===== src/rtl/metro_card_reader.sv =====
// Fare-card tap deserializer and turnstile code-check initiator.
// Define READER_TAP_COUNT_EN to add the 16-bit tap_count grant counter.
module metro_card_reader #(
  parameter int BIT_TIMEOUT  = 8,
  parameter int RESP_TIMEOUT = 4
) (
  input  logic       clk,
  input  logic       rset,
  input  logic       card_bit_valid,
  input  logic       card_bit,
  input  logic       door_open,
  output logic       validate_code,
  output logic [3:0] access_code,
  output logic       busy,
  output logic       granted,
  output logic       reject,
  output logic       frame_err,
  output logic [2:0] state_out
`ifdef READER_TAP_COUNT_EN
  ,
  output logic [15:0] tap_count
`endif
);

  typedef enum logic [2:0] {
    IDLE      = 3'd0,
    SHIFT     = 3'd1,
    ISSUE     = 3'd2,
    WAIT_DOOR = 3'd3,
    DOOR_OPEN = 3'd4,
    ERR       = 3'd5
  } state_t;

  localparam logic [3:0] BIT_TO  = 4'(BIT_TIMEOUT);
  localparam logic [3:0] RESP_TO = 4'(RESP_TIMEOUT);

  state_t     state, state_n;
  logic [4:0] shreg, shreg_n;
  logic [2:0] cnt, cnt_n;
  logic [3:0] timer, timer_n, timer_inc;
  logic [3:0] code_n;
  logic       granted_n, reject_n, ferr_n;

  assign timer_inc = (timer == 4'hF) ? timer : timer + 4'd1;

  always_comb begin
    state_n   = state;
    shreg_n   = shreg;
    cnt_n     = cnt;
    timer_n   = timer;
    code_n    = access_code;
    granted_n = 1'b0;
    reject_n  = 1'b0;
    ferr_n    = 1'b0;
    unique case (state)
      IDLE: begin
        if (card_bit_valid && card_bit) begin
          state_n = SHIFT;
          shreg_n = '0;
          cnt_n   = '0;
          timer_n = '0;
        end
      end
      SHIFT: begin
        if (card_bit_valid) begin
          shreg_n = {shreg[3:0], card_bit};
          cnt_n   = cnt + 3'd1;
          timer_n = '0;
          // fifth bit is parity; shreg[3:0] already holds the code
          if (cnt == 3'd4) begin
            if ((^shreg[3:0]) == card_bit) begin
              state_n = ISSUE;
              code_n  = shreg[3:0];
            end else begin
              state_n = ERR;
            end
          end
        end else begin
          timer_n = timer_inc;
          if (timer_inc >= BIT_TO) state_n = ERR;
        end
      end
      ISSUE: begin
        state_n = WAIT_DOOR;
        timer_n = '0;
      end
      WAIT_DOOR: begin
        if (door_open) begin
          state_n = DOOR_OPEN;
        end else begin
          timer_n = timer_inc;
          if (timer_inc >= RESP_TO) begin
            state_n  = IDLE;
            reject_n = 1'b1;
          end
        end
      end
      DOOR_OPEN: begin
        if (!door_open) begin
          state_n   = IDLE;
          granted_n = 1'b1;
        end
      end
      ERR: begin
        state_n = IDLE;
        ferr_n  = 1'b1;
      end
      default: state_n = IDLE;
    endcase
  end

  always_ff @(posedge clk) begin
    if (rset) begin
      state       <= IDLE;
      shreg       <= '0;
      cnt         <= '0;
      timer       <= '0;
      access_code <= '0;
      granted     <= 1'b0;
      reject      <= 1'b0;
      frame_err   <= 1'b0;
    end else begin
      state       <= state_n;
      shreg       <= shreg_n;
      cnt         <= cnt_n;
      timer       <= timer_n;
      access_code <= code_n;
      granted     <= granted_n;
      reject      <= reject_n;
      frame_err   <= ferr_n;
    end
  end

`ifdef READER_TAP_COUNT_EN
  always_ff @(posedge clk) begin
    if (rset) tap_count <= '0;
    else if (granted_n) tap_count <= tap_count + 16'd1;
  end
`endif

  assign validate_code = (state == ISSUE);
  assign busy          = (state != IDLE);
  assign state_out     = state;

endmodule


===== config.mk =====
export PLATFORM = sky130hd
export DESIGN_NAME = metro_card_reader
export DESIGN_NICKNAME = d
export VERILOG_FILES = /design/src/rtl/metro_card_reader.sv
export SDC_FILE = /design/constraint.sdc
export NUM_CORES = 1
export LEC_CHECK = 0
export BUFFER_PORTS_ARGS = -buffer_cell sky130_fd_sc_hd__clkbuf_2
export CAP_MARGIN = 5
export CORE_ASPECT_RATIO = 1.5
export CORE_MARGIN = 4
export CORE_UTILIZATION = 45
export DETAILED_ROUTE_END_ITERATION = 7
export GPL_ROUTABILITY_DRIVEN = 1
export PLACE_DENSITY_LB_ADDON = 0.3
export REMOVE_ABC_BUFFERS = 1
export SETUP_SLACK_MARGIN = 0.2
export SYNTH_ARGS = -nofsm -noshare
export SYNTH_HDL_FRONTEND = slang
export SYNTH_SLANG_ARGS = --single-unit

===== constraint.sdc =====
create_clock -name clk -period 1.95 [get_ports clk]
set_input_delay 0.39 -clock clk [delete_from_list [all_inputs] [get_ports clk]]
set_output_delay 0.39 -clock clk [all_outputs]
set_load 0.1 [all_outputs]

==> results.md <==
* Die width at approximately 49 um
* Vias in the first global route at between 900 and 1000
* Number of synthesized flops with an enable pin at 0
* Clk root buf: clkbuf_4
* DR vias at roughly 950
* Tcrit/Tclk final at 0.900
* FMAX at approximately 570 MHz
* Post-synth top area share at 0.376
* Tot Pwr at around 900 uW
* Post-synth ARST share at 0
* Wire length per cell at around 15 um
* CP Cell Sequence: buf_6, or3_4, buf_12
* Antenna diode count at 0
* Final setup viols at 0
* Final routed DRC violation total at 0
* Antenna violations before repair at 0
* Row count at 21
* Routed WL at 2.45 mm
* Post-detail-place hpwl at roughly 1.7 mm
* Slowest CP cell: dfxtp_4
* Leak at ~0.00057 uW
* Number of max-cap violations at 0
* Die area at roughly 3400 um2
* Fin Clk Skew at 0.00298 ns
* Crit path launch: state_out[0]$_SDFFE_PP0P_
* Post-place instance area at between 1000 and 1500 um2
* Top cell family by delay on the critical path: flip-flops
* Port bufs at 16
* Largest cells by area after synthesis: dfxtp_1, mux2i_1, nor2_1
* Crit path DAT at 1.37 ns
* Core area at roughly 2300 um2
* DIE HEIGHT at 69.1 um
* Most used flip-flop cell after synthesis: dfxtp_1
* Least-Margin Pin Slew at around 0.54 ns
* Max-slew violations at 0
* Clk buf depth at 2
* Overall Global Routing Usage at 0.154
* R2R depth at 6
* Required time worst endpoint at ~1.6 ns
* Mapped Area at ~1100 um2
* Mean Syn Cell Area at a little over 9 um2
* Worst flop-to-flop path startpoint: state_out[0]$_SDFFE_PP0P_
* CP endpoint kind: output port
* Largest net degree at the start of global routing at 16
* Yosys top cell by area: dfxtp_1
* IO Pins at 17
* RSZ-0062 raised after global routing: yes
* Nets@finish at approximately 150
* Hold Crit Depth at 2
* Hold Crit Class: input pin to flop
* R2R setup slack at approximately 0.27 ns
* Filler Cell Count at between 200 and 250
* Pwr Density at 653 nW/um2
* WS Path Type: flop to output port
* First-pass GRT wire length at roughly 4.2 mm
* Initial Utilization at 0.484
* Slew margin rel. at 0.639
* Layout cell share with drive strength beyond 1 at 0.315
* Routed Antenna Nets at 0
* Design Area, Final at 1360 um2
* Worst Hold Launch: door_open
* H-tree depth at 1
* Placer Congestion at 0.838
* Hold Buf Count CTS at 0
* Yosys warns at 0
* Critical Path Source Type: flop
* Multi-input gate area at approximately 700 um2
* Leading cell types by count after synthesis: dfxtp_1, nor2_1, mux2i_1
* CP max stage delay at approximately 0.38 ns
* Post-Synthesis Cells at between 100 and 150
* CTS tree: done
* Post-DR vias/cell at 5.70
* 1st-pass router iterations at 4
* Num CTS Buffers at 3
* Synth Register Bits at 21
* Global route total overflow at 0
* P&R area growth vs syn at 21.6%
* Hold endpoint: granted$_SDFF_PP0_
* Period minus WS final at 1.76 ns
* Synth cell types at between 40 and 50
* Final hold violations at 0
* Clk_lat worst skew at 0.32 ns
* Reg area at about 430 um2
* WP buf/inv at 2
* Iter 0 DRT Violations at 19
* Clock transition at the registers of the reported paths at 0.12 ns
* Max VDD drop at 0.430 mV
* Sequential element share of the synthesized area at 0.376
* Crit Reg-Reg Endpoint: state_out[1]$_SDFFE_PP0P_
* Cell with the most instances after synthesis: dfxtp_1
* TritonCTS Sinks at 21
* Status: finished clean
* Worst Path Max Fanout at 4
flip-flops by register name (all words and copies together) (netlist names):
name and cells:
state_out 3, shreg 4, access_code 4, timer 4, cnt 3, reject 1
frame_err 1, granted 1
worst max path at each step:
stage / to / cells after the start
floorplan: busy / 1
global placement: state_out[1]$_SDFFE_PP0P_ / 5
detailed placement: state_out[1]$_SDFFE_PP0P_ / 5
CTS: validate_code / 4
global route: busy / 3
finish: busy / 3
report_power, final:
group          switching, uW  total [uW]  leakage, uW  internal [uW]
clock network            145         222    0.0000177           76.9
logic                    134         218     0.000384           83.7
registers               11.0         448     0.000172            437
cell type report:
cell class / instances / share of cell area
inverter: 4 / 0.0110
clock inverter: 1 / 0.00368
sequential: 21 / 0.316
multi-input combinational: 92 / 0.512
tap: 23 / 0.0212
timing repair buffer: 22 / 0.121
clock buffer: 3 / 0.0166
through the flow:
step	setup WS (ns)	utilization	setup TNS, ns	hold slack, ns	instances
final	0.195	0.588	0	0.301	166
after global routing	0.159	0.588	0	0.321	166
after CTS	0.168	0.573	0	0.299	165
after detailed placement	0.234	0.537	0	0.490	158
after global placement	0.240	0.537	0	0.481	158
after floorplan	-0.439	-	-3.00	0.459	117
cell families after synthesis:
| logic type | count (synthesis) | share of synthesized area |
|---|---|---|
| AND/OR/NAND/NOR | 58 | 0.299 |
| buffers and inverters | 8 | 0.0302 |
| flip-flops | 21 | 0.376 |
| XOR/XNOR | 5 | 0.0593 |
| AO/OA/AOI/OAI | 15 | 0.104 |
| multiplexers | 11 | 0.0984 |
| adder cells (fa/ha/maj) | 3 | 0.0336 |
cells in the final DEF, fill, tap and decap left out, drive strengths merged:
cell,Yosys,layout
xnor2,3,3
a21oi,3,3
clkinv,0,1
nor3,2,2
nand3,7,7
a211oi,2,2
buf,3,8
nand4,1,1
nand3b,1,1
xnor3,1,1
nor3b,2,2
xor2,1,1
a22oi,1,1
or4,1,1
dfxtp,21,21
mux2i,11,11
nor2,20,20
o41ai,2,2
clkbuf,1,17
ha,3,3
a21boi,1,1
or3,1,1
o211ai,2,2
nor4,2,2
o21ai,2,2
nor2b,4,4
and3,1,1
nand2b,6,6
o311a,1,1
inv,4,4
a31oi,1,1
and2,2,2
and4,1,1
nand2,7,7
layer usage:
layer,GRT usage,wire (um),part of all wire
met1,0.161,940,0.38
met2,0.276,1380,0.56
met3,0.0302,94,0.038
met4,0.0838,39,0.016
met5,0,0,0
what timing repair did:
| action | CTS | global route |
|---|---|---|
| setup endpoints to repair | 6 | 8 |
| buffers inserted | 3 | 1 |
| pin swaps | 1 | 0 |
| resized for setup | 11 | 8 |
Note: power is estimated with default switching activity, not from simulation.
